[src/rtl/eth_rx_addr_filter_pkg.sv]
// eth_filter_pkg: shared constants for the receive destination-address filter.
//   - FSM state encoding (HDR, FLUSH, PASS, DROP)
//   - HDR_BYTES      : number of destination-address bytes buffered per frame
//   - MAC_BROADCAST  : all-ones broadcast address
//   - addr_match()   : forward/discard decision for a complete destination address
package eth_filter_pkg;

    localparam int          HDR_BYTES     = 6;
    localparam logic [2:0]  LAST_HDR_IDX  = 3'd5;
    localparam logic [47:0] MAC_BROADCAST = 48'hFFFF_FFFF_FFFF;

    localparam logic [1:0] ST_HDR   = 2'd0;
    localparam logic [1:0] ST_FLUSH = 2'd1;
    localparam logic [1:0] ST_PASS  = 2'd2;
    localparam logic [1:0] ST_DROP  = 2'd3;

    // Forward when promiscuous, unicast hit, broadcast, or group address with multicast enabled.
    // The group bit is bit 0 of the first byte on the wire, i.e. dest[40].
    function automatic logic addr_match(
        input logic [47:0] dest,
        input logic [47:0] station,
        input logic        promisc,
        input logic        multicast_en
    );
        addr_match = promisc
                   | (dest == station)
                   | (dest == MAC_BROADCAST)
                   | (multicast_en & dest[40]);
    endfunction

endpackage

[src/rtl/eth_rx_addr_filter_if.sv]
// eth_rx_addr_filter_if: 8-bit AXI-Stream link used on both sides of the filter.
//   tdata[7:0], tvalid, tready, tlast, tuser (bad-frame flag)
//   master modport drives data/valid/last/user and observes ready;
//   slave modport observes data/valid/last/user and drives ready.
interface eth_rx_addr_filter_if;

    logic [7:0] tdata;
    logic       tvalid;
    logic       tready;
    logic       tlast;
    logic       tuser;

    modport master (output tdata, output tvalid, output tlast, output tuser, input tready);
    modport slave  (input tdata, input tvalid, input tlast, input tuser, output tready);

endinterface

[src/rtl/eth_rx_addr_filter.sv]
// eth_rx_addr_filter: destination-MAC filter on the 8-bit receive stream.
// Buffers the 6 destination bytes of each frame, decides forward/discard on the
// 6th byte, replays the buffered header, then passes the rest of the frame
// through combinationally. Forwarded and discarded frames are counted.
// Ports:
//   clock125          stream clock
//   resetn            asynchronous active-low reset
//   mac_addr[47:0]    station address, [47:40] is the first byte on the wire
//   promiscuous       forward every frame of at least 6 bytes
//   accept_multicast  forward frames with the group bit set
//   s_axis            input stream from the MAC (slave)
//   m_axis            filtered output stream (master)
//   frames_accepted   forwarded-frame counter (wraps)
//   frames_dropped    discarded-frame counter, runts included (wraps)
module eth_rx_addr_filter
    import eth_filter_pkg::*;
#(
    parameter int CNT_WIDTH = 32
) (
    input  logic                  clock125,
    input  logic                  resetn,
    input  logic [47:0]           mac_addr,
    input  logic                  promiscuous,
    input  logic                  accept_multicast,
    eth_rx_addr_filter_if.slave   s_axis,
    eth_rx_addr_filter_if.master  m_axis,
    output logic [CNT_WIDTH-1:0]  frames_accepted,
    output logic [CNT_WIDTH-1:0]  frames_dropped
);

    localparam logic [CNT_WIDTH-1:0] CNT_ONE = {{(CNT_WIDTH-1){1'b0}}, 1'b1};

    logic [1:0]           state_r;
    logic [2:0]           idx_r;
    logic [2:0]           fidx_r;
    logic [7:0]           hdr_buf_r [0:HDR_BYTES-1];
    logic                 last6_r;
    logic                 user6_r;
    logic                 ready_en_r;
    logic [CNT_WIDTH-1:0] acc_cnt_r;
    logic [CNT_WIDTH-1:0] drop_cnt_r;

    logic [1:0]  state_nxt_s;
    logic        s_tready_s;
    logic        m_tvalid_s;
    logic [7:0]  m_tdata_s;
    logic        m_tlast_s;
    logic        m_tuser_s;
    logic        s_hs_s;
    logic        m_hs_s;
    logic        match_s;
    logic        acc_evt_s;
    logic        drop_evt_s;
    logic [47:0] dest_s;

    // The 6th byte completes the address directly from the input bus, so the
    // decision is available on the same beat it arrives.
    assign dest_s  = {hdr_buf_r[0], hdr_buf_r[1], hdr_buf_r[2],
                      hdr_buf_r[3], hdr_buf_r[4], s_axis.tdata};
    assign match_s = addr_match(dest_s, mac_addr, promiscuous, accept_multicast);
    assign s_hs_s  = s_axis.tvalid & s_tready_s;
    assign m_hs_s  = m_tvalid_s & m_axis.tready;

    // Per-state stream muxing; PASS is a zero-latency combinational path.
    always_comb begin
        s_tready_s = 1'b0;
        m_tvalid_s = 1'b0;
        m_tdata_s  = 8'h00;
        m_tlast_s  = 1'b0;
        m_tuser_s  = 1'b0;
        case (state_r)
            ST_HDR: begin
                // ready_en_r holds ready low until the first edge after reset release
                s_tready_s = ready_en_r;
            end
            ST_FLUSH: begin
                m_tvalid_s = 1'b1;
                m_tdata_s  = hdr_buf_r[fidx_r];
                m_tlast_s  = (fidx_r == LAST_HDR_IDX) & last6_r;
                m_tuser_s  = (fidx_r == LAST_HDR_IDX) & user6_r;
            end
            ST_PASS: begin
                s_tready_s = m_axis.tready;
                m_tvalid_s = s_axis.tvalid;
                m_tdata_s  = s_axis.tdata;
                m_tlast_s  = s_axis.tlast;
                m_tuser_s  = s_axis.tuser;
            end
            ST_DROP: begin
                s_tready_s = 1'b1;
            end
            default: begin
                s_tready_s = 1'b0;
            end
        endcase
    end

    // Next-state decision and end-of-frame events (at most one per cycle).
    always_comb begin
        state_nxt_s = state_r;
        acc_evt_s   = 1'b0;
        drop_evt_s  = 1'b0;
        case (state_r)
            ST_HDR: begin
                if (s_hs_s && (idx_r == LAST_HDR_IDX)) begin
                    if (match_s) begin
                        state_nxt_s = ST_FLUSH;
                    end else if (s_axis.tlast) begin
                        drop_evt_s = 1'b1;
                    end else begin
                        state_nxt_s = ST_DROP;
                    end
                end else if (s_hs_s && s_axis.tlast) begin
                    drop_evt_s = 1'b1;
                end else begin
                    state_nxt_s = ST_HDR;
                end
            end
            ST_FLUSH: begin
                if (m_hs_s && (fidx_r == LAST_HDR_IDX)) begin
                    if (last6_r) begin
                        state_nxt_s = ST_HDR;
                        acc_evt_s   = 1'b1;
                    end else begin
                        state_nxt_s = ST_PASS;
                    end
                end else begin
                    state_nxt_s = ST_FLUSH;
                end
            end
            ST_PASS: begin
                if (s_hs_s && s_axis.tlast) begin
                    state_nxt_s = ST_HDR;
                    acc_evt_s   = 1'b1;
                end else begin
                    state_nxt_s = ST_PASS;
                end
            end
            ST_DROP: begin
                if (s_hs_s && s_axis.tlast) begin
                    state_nxt_s = ST_HDR;
                    drop_evt_s  = 1'b1;
                end else begin
                    state_nxt_s = ST_DROP;
                end
            end
            default: begin
                state_nxt_s = ST_HDR;
            end
        endcase
    end

    // State register, header buffer and its write/read indices.
    always_ff @(posedge clock125 or negedge resetn) begin
        if (!resetn) begin
            state_r <= ST_HDR;
            idx_r   <= 3'd0;
            fidx_r  <= 3'd0;
            last6_r <= 1'b0;
            user6_r <= 1'b0;
            for (int i = 0; i < HDR_BYTES; i++) begin
                hdr_buf_r[i] <= 8'h00;
            end
        end else begin
            state_r <= state_nxt_s;
            if ((state_r == ST_HDR) && s_hs_s) begin
                hdr_buf_r[idx_r] <= s_axis.tdata;
                if (idx_r == LAST_HDR_IDX) begin
                    idx_r   <= 3'd0;
                    last6_r <= s_axis.tlast;
                    user6_r <= s_axis.tuser;
                end else if (s_axis.tlast) begin
                    idx_r <= 3'd0;
                end else begin
                    idx_r <= idx_r + 3'd1;
                end
            end
            if ((state_r == ST_FLUSH) && m_hs_s) begin
                if (fidx_r == LAST_HDR_IDX) begin
                    fidx_r <= 3'd0;
                end else begin
                    fidx_r <= fidx_r + 3'd1;
                end
            end
        end
    end

    // Input-ready enable: low throughout reset, high from the first edge after release.
    always_ff @(posedge clock125 or negedge resetn) begin
        if (!resetn) begin
            ready_en_r <= 1'b0;
        end else begin
            ready_en_r <= 1'b1;
        end
    end

    // Frame counters, wrapping modulo 2^CNT_WIDTH.
    always_ff @(posedge clock125 or negedge resetn) begin
        if (!resetn) begin
            acc_cnt_r  <= {CNT_WIDTH{1'b0}};
            drop_cnt_r <= {CNT_WIDTH{1'b0}};
        end else begin
            if (acc_evt_s) begin
                acc_cnt_r <= acc_cnt_r + CNT_ONE;
            end
            if (drop_evt_s) begin
                drop_cnt_r <= drop_cnt_r + CNT_ONE;
            end
        end
    end

    assign s_axis.tready   = s_tready_s;
    assign m_axis.tvalid   = m_tvalid_s;
    assign m_axis.tdata    = m_tdata_s;
    assign m_axis.tlast    = m_tlast_s;
    assign m_axis.tuser    = m_tuser_s;
    assign frames_accepted = acc_cnt_r;
    assign frames_dropped  = drop_cnt_r;

endmodule

[src/flat_wrapper.sv]
// flat-port wrapper written by rule: the top's interface ports become plain ports
module eth_rx_addr_filter_flat import eth_filter_pkg::*;
#(
    parameter int CNT_WIDTH = 32
)
  (clock125, resetn, mac_addr, promiscuous, accept_multicast, frames_accepted, frames_dropped, s_axis_tdata, s_axis_tvalid, s_axis_tlast, s_axis_tuser, s_axis_tready, m_axis_tdata, m_axis_tvalid, m_axis_tlast, m_axis_tuser, m_axis_tready);
  eth_rx_addr_filter_if s_axis_i ();
  eth_rx_addr_filter_if m_axis_i ();
  input  logic clock125;
  input  logic resetn;
  input  logic [47:0] mac_addr;
  input  logic promiscuous;
  input  logic accept_multicast;
  output logic [CNT_WIDTH-1:0] frames_accepted;
  output logic [CNT_WIDTH-1:0] frames_dropped;
  input wire logic [$bits(s_axis_i.tdata)-1:0] s_axis_tdata;
  input wire logic [$bits(s_axis_i.tvalid)-1:0] s_axis_tvalid;
  input wire logic [$bits(s_axis_i.tlast)-1:0] s_axis_tlast;
  input wire logic [$bits(s_axis_i.tuser)-1:0] s_axis_tuser;
  output wire logic [$bits(s_axis_i.tready)-1:0] s_axis_tready;
  output wire logic [$bits(m_axis_i.tdata)-1:0] m_axis_tdata;
  output wire logic [$bits(m_axis_i.tvalid)-1:0] m_axis_tvalid;
  output wire logic [$bits(m_axis_i.tlast)-1:0] m_axis_tlast;
  output wire logic [$bits(m_axis_i.tuser)-1:0] m_axis_tuser;
  input wire logic [$bits(m_axis_i.tready)-1:0] m_axis_tready;
  assign s_axis_i.tdata = s_axis_tdata;
  assign s_axis_i.tvalid = s_axis_tvalid;
  assign s_axis_i.tlast = s_axis_tlast;
  assign s_axis_i.tuser = s_axis_tuser;
  assign s_axis_tready = s_axis_i.tready;
  assign m_axis_tdata = m_axis_i.tdata;
  assign m_axis_tvalid = m_axis_i.tvalid;
  assign m_axis_tlast = m_axis_i.tlast;
  assign m_axis_tuser = m_axis_i.tuser;
  assign m_axis_i.tready = m_axis_tready;
  eth_rx_addr_filter #(.CNT_WIDTH(CNT_WIDTH)) u_core (.clock125(clock125), .resetn(resetn), .mac_addr(mac_addr), .promiscuous(promiscuous), .accept_multicast(accept_multicast), .s_axis(s_axis_i), .m_axis(m_axis_i), .frames_accepted(frames_accepted), .frames_dropped(frames_dropped));
endmodule
[config.mk]
export PLATFORM = sky130hd
export DESIGN_NAME = eth_rx_addr_filter_flat
export DESIGN_NICKNAME = d
export VERILOG_FILES = /design/src/rtl/eth_rx_addr_filter_pkg.sv /design/src/rtl/eth_rx_addr_filter_if.sv /design/src/rtl/eth_rx_addr_filter.sv /design/src/flat_wrapper.sv
export SDC_FILE = /design/constraint.sdc
export NUM_CORES = 1
export LEC_CHECK = 0
export BUFFER_PORTS_ARGS = -buffer_cell sky130_fd_sc_hd__buf_2
export CAP_MARGIN = 20
export CORE_ASPECT_RATIO = 2
export CORE_MARGIN = 2
export CORE_UTILIZATION = 50
export DETAILED_ROUTE_END_ITERATION = 16
export PLACE_DENSITY = 0.76
export SETUP_SLACK_MARGIN = 0.4
export SLEW_MARGIN = 20
export SYNTH_ARGS = -nofsm -noshare
export SYNTH_HDL_FRONTEND = slang
export SYNTH_SLANG_ARGS = --single-unit
[constraint.sdc]
create_clock -name clock125 -period 3.75 [get_ports clock125]
set_input_delay 0.375 -clock clock125 [delete_from_list [all_inputs] [get_ports clock125]]
set_output_delay 0.375 -clock clock125 [all_outputs]
set_load 0.03 [all_outputs]
Yosys cells after proc, flatten, opt, wreduce, memory -nomap -nowiden
Index checks and enable logic that the tools add are counted.
- flip-flop bits (word level): 123
- input port bits: 64
- output and inout bits: 76
- word-level logic and storage cells: 80
- add/subtract/negate cells: 4
- $lt $le $gt $ge: 3
- eq/ne operators: 9
- multiplexer cells: 31
- bitwise logic cells: 10
- reductions and logical operators: 9
- operators by type and width (cell ; count):
    $add A32 B1 Y32 const B ; 2
    $bwmux W48 ; 1
    $eq A48 B48 Y1 ; 1
    $eq A48 B48 Y1 const B ; 1
    $bmux W8 S3 ; 1
    $demux W8 S3 ; 1
    $mux W8 ; 3
    $mux W2 ; 8
    $pmux W8 S2 ; 1
    $pmux W1 S2 ; 5
    $mux W3 ; 3
    $ge A4 B4 Y1 const B ; 2
    $not A3 Y4 ; 2
    $pmux W2 S4 ; 1
    $add A3 B1 Y3 const B ; 2
    $eq A3 B3 Y1 const B ; 2
    $logic_and A1 B1 Y1 ; 6
    $mux W1 ; 6
    $and A1 B1 Y1 ; 5
    $eq A2 B2 Y1 const B ; 2
    $lt A4 B1 Y1 const B ; 1
    $ne A4 B3 Y1 const B ; 1
    $reduce_and A2 Y1 ; 2
    $ne A3 B2 Y1 const B ; 1
    other kinds (4) ; 6

Longest topological paths before layout
- word-level depth: 7
- gate-level depth with buffers: 11
- gate-level depth less buffers: 9

Least setup slack after synthesis
OpenSTA, ideal clock, no wires.
- path kind: reg-to-reg
- from: register u_core.state_r[0]
- to: register u_core.drop_cnt_r[5] (netlist: u_core.frames_dropped[5])
- library setup time: 0.134 ns
- arrival time: 2.191 ns
- required time: 3.616 ns
- path slack: 1.426 ns
- cell stages (with the launch flop): 10
- buffers on the path: 1
- period minus slack after synthesis: 2.324 ns
- cells stage by stage: dfrtp_1 inv_1 ha_1 a221oi_2 nor3b_4 nand2_2 or2_0 buf_6 or4_4 xnor2_2
- longest elaborated chain between the ends: 7
- elaborated cells between the ends (all ways): 10
- those cells by class: 2 x eq/ne; 4 x mux; 1 x bitwise; 3 x reduce/logical
- ends and longest elaborated chain (what ; RTL line ; text):
    start: declaration ; eth_rx_addr_filter.sv:33 ; logic [1:0] state_r;
    start signal: assignment ; eth_rx_addr_filter.sv:165 ; state_r <= state_nxt_s;
    $eq A2 B2 Y1, or another cell as far along ; eth_rx_addr_filter.sv:71, eth_rx_addr_filter.sv:103 ;
    $pmux W1 S3 ; eth_rx_addr_filter.sv:71 ; case (state_r)
    $and A1 B1 Y1 ; eth_rx_addr_filter.sv:61 ; assign s_hs_s = s_axis.tvalid & s_tready_s;
    $logic_and A1 B1 Y1 ; eth_rx_addr_filter.sv:113, eth_rx_addr_filter.sv:140 ;
    $mux W1 ; eth_rx_addr_filter.sv:113, eth_rx_addr_filter.sv:140 ;
    $mux W1 ; eth_rx_addr_filter.sv:105 ; if (s_hs_s && (idx_r == LAST_HDR_IDX)) begin
    $pmux W1 S2 (*) ; eth_rx_addr_filter.sv:103 ; case (state_r)
    end signal: assignment ; eth_rx_addr_filter.sv:201 ; drop_cnt_r <= {CNT_WIDTH{1'b0}};
    end signal: assignment ; eth_rx_addr_filter.sv:207 ; drop_cnt_r <= drop_cnt_r + CNT_ONE;
    end: declaration ; eth_rx_addr_filter.sv:41 ; logic [CNT_WIDTH-1:0] drop_cnt_r;
Every way passes the cells marked *; elsewhere a longest branch is shown, timed or not.
A chain may end at the register's enable or synchronous reset.

Worst setup path after layout
- from: register u_core.state_r[0]
- to: register u_core.hdr_buf_r (netlist bit u_core.dest_s[32])
- longest elaborated chain between the ends: 4
- elaborated cells between the ends (all ways): 6
- those cells by class: 2 x eq/ne; 1 x mux; 1 x bitwise; 2 x reduce/logical
- ends and longest elaborated chain (what ; RTL line ; text):
    $eq A2 B2 Y1 or $logic_not A2 Y1 (tied branches) ; eth_rx_addr_filter.sv:71, eth_rx_addr_filter.sv:166 ;
    $pmux W1 S3 ; eth_rx_addr_filter.sv:71 ;
    $and A1 B1 Y1 ; eth_rx_addr_filter.sv:61 ;
    $logic_and A1 B1 Y1 (*) ; eth_rx_addr_filter.sv:166 ; if ((state_r == ST_HDR) && s_hs_s) begin
    end signal: indexed assignment ; eth_rx_addr_filter.sv:167 ; hdr_buf_r[idx_r] <= s_axis.tdata;
    end: declaration ; eth_rx_addr_filter.sv:36 ; logic [7:0] hdr_buf_r [0:HDR_BYTES-1];
Marked as above.

==> impl_metrics.csv <==
group,metric,value,unit
setup_path,cp_data_required_time,4.04,ns
yosys,avgSynthCellArea,11.2,um^2
die,dieArea,0.0145,mm^2
yosys,synth.most_common_cell,"dfrtp_1",
cts,cts_root_buf,"clkbuf_16",
die,placement_rows,60,
timing,setup_viol,0,
timing,slew_violations,0,
place,gp_congestion,1.09,
setup_path,critical_path.max_fanout,13,
place,io_buffer_count,139,
cts,clk_pin_slew_worst_paths,0.06,ns
cts,cts_tree,"yes",
setup_path,cp-end-kind,"flip-flop",
layout,n_antenna_cell,0,
cts,ctsHoldBuffers,0,
setup_path,worst_setup_path_start_kind,"flip-flop",
die,die_y,168,um
place,hpwl,13100,um
power_and_ir_drop,p_leak,3.93,nW
timing,rsz0062_at_grt,"false",
routing,dr_total_vias,5378,
yosys,synth_area_leaders,"dfrtp_1 46%, xor2_1 10%, mux2_2 8.7%, xnor2_1 4.1%, nor4_1 3.1%",
timing,fin_ws,0.606,ns
global_route,grt_max_degree,71,
yosys,yosys_warnings,0,
die,coreArea,0.0134,mm^2
cts,post_cts_buffers,0,
timing,relSlewSlack,39.1,%
routing,avgViaCountPerCell,5.96,
cts,post_cts_resized,0,
setup_path,ff2ff_path_depth,8,
layout,layout.cells.non_filler,902,
yosys,synth_top_area_share,45.5,%
yosys,synth_edf_count,0,
yosys,syn-num-nets,677,
hold_path,hold_path.class,"in2async",
place,pre_cts_slack,0.674,ns
global_route,grt.overflow.total,0,
routing,drt_iter0_drc,298,
place,place_inst,871,
layout,drive_gt1_share,33.3,%
routing,drtPass1Iterations,5,
yosys,synth.distinct_cells,54,
yosys,ys_ff_latch,123,
cts,cts_buffers,17,
yosys,synth-seq-area-share,45.5,%
run,cap_violations,0,
setup_path,startpoint,"u_core.state_r[0]$_DFFE_PN0P_",
cts,cts.path.max_buffers,2,
timing,max_slew.worst_pin.slew,0.913,ns
power_and_ir_drop,p_per_area,596,mW/mm^2
timing,finalCriticalPeriod,3.14,ns
yosys,synth_common_cells,"123 x dfrtp_1, 78 x xor2_1, 52 x mux2_2, 34 x nor4_1, 33 x nand2_1",
global_route,grt_pass1_vias,5541,
power_and_ir_drop,design_power_total,0.00482,W
timing,finalHoldViolCount,0,
global_route,grt_pass1_wl,28700,um
setup_path,worstPathArrival,3.43,ns
cts,cts_htree_levels,4,
yosys,synth_area_leader_cell,"dfrtp_1",
timing,period_share,83.8,%
layout,syn2layout_area_growth,19.7,%
die,pin_count,140,
timing,tns,0,ns
routing,drc,0,
yosys,netlist_instances,604,
setup_path,critical_path_class,"reg2reg",
timing,finClkSkew,0.0109,ns
setup_path,rr_startpoint,"u_core.state_r[0]$_DFFE_PN0P_",
timing,max_clock_freq,318,MHz
routing,wl_per_cell,19.8,um
layout,nFillCells,1093,
die,start_util,50.6,%
routing,wirelength,17900,um
global_route,track_usage,25.5,%
layout,layout.nets,808,
die,die_w,86.2,um
yosys,synth_area,0.00676,mm^2
cts,worstSkewPairLatency,0.41,ns
global_route,antenna_found_initial,0,
routing,final_antenna_net_count,0,
power_and_ir_drop,irDropWorstVdd,354,uV
status,status,"completed",
yosys,ys_async_sr_fraction,100,%
yosys,synth_ff_type,"dfrtp_1",
cts,cts.sinks,123,
==> placed cells by master (no fill, tap or decap), types with 9 or more instances in the layout <==
cell / instances
and4_1: 9
buf_2: 138
clkbuf_16: 17
dfrtp_1: 123
ha_1: 9
inv_1: 23
mux2_2: 52
mux2i_1: 9
nand2_1: 33
nand3_1: 29
nand4_1: 28
nor2_1: 16
nor2b_1: 9
nor4_1: 34
xnor2_1: 32
xor2_1: 78
==> metrics by stage <==
step	hold WS (ns)	area [um^2]	utilization, %
after detailed placement	0.464	7510	56.2
after CTS	0.118	8090	60.5
final	0.0847	8090	60.5
after floorplan	0.0794	6760	-
after global placement	0.455	7510	56.2
after global routing	0.168	8090	60.5
==> kinds of logic after synthesis <==
| family | after synthesis | synth area share (%) |
|---|---|---|
| XOR/XNOR | 111 | 14.5 |
| other | 1 | 0.0555 |
| AO/OA/AOI/OAI | 35 | 3.48 |
| buffers and inverters | 54 | 3.87 |
| adder cells (fa/ha/maj) | 9 | 1.67 |
| multiplexers | 70 | 12.8 |
| AND/OR/NAND/NOR | 201 | 18.1 |
| flip-flops | 123 | 45.5 |
==> report_power, final <==
group	switching, W	total [W]	internal (W)	leakage [nW]
logic	0.000588	0.00118	0.000595	2.03
clock network	0.000591	0.00163	0.00104	0.275
registers	0.000416	0.00201	0.00160	1.62
==> cell type report <==
type                    count  area, um^2  area share (%)
multi-input cells         427        3420            42.3
flip-flops and latches    123        3080            38.1
repair buffers            143         728            9.00
clock buffers              19         433            5.35
well taps                 155         194            2.40
clock inverters            12         149            1.84
inverters                  23        86.3            1.07
==> path summary, 6_finish.rpt <==
kind | end | slack (ns)
worst max-delay path | u_core.dest_s[32]$_DFFE_PN0P_ | 0.61
worst min-delay path | u_core.dest_s[36]$_DFFE_PN0P_ | 0.08
worst max register to register | u_core.dest_s[32]$_DFFE_PN0P_ | 0.61
worst min register to register | u_core.frames_accepted[31]$_DFFE_PN0P_ | 0.48
max in group asynchronous | u_core.dest_s[40]$_DFFE_PN0P_ | 2.82
min in group clock125 | u_core.user6_r$_DFFE_PN0P_ | 0.23
==> critical path, stage by stage, from the launching register on <==
cell      delay (ns)
dfrtp_1         0.40
inv_1           0.14
ha_1            0.56
a221oi_2        0.18
nor3b_4         0.29
nand2_2         0.19
nor2_1          0.25
and3_1          0.59
mux2_2          0.41
==> flip-flops by register name (all words and copies together), names as in the netlist <==
name / cells
u_core.dest_s: 40
u_core.fidx_r: 3
u_core.frames_accepted: 32
u_core.frames_dropped: 32
u_core.hdr_buf_r: 8
u_core.idx_r: 3
u_core.last6_r: 1
u_core.ready_en_r: 1
u_core.state_r: 2
u_core.user6_r: 1
==> routing by layer <==
metal  vias to the layer above  wire length, um  GRT usage, %
met5                         -                0             0
met4                         0              994          15.6
met3                        72              957          4.26
met2                       260             9530          45.4
met1                      2629             6400          27.5
li1                       2417                -             -
(Power assumes the default switching activity.)
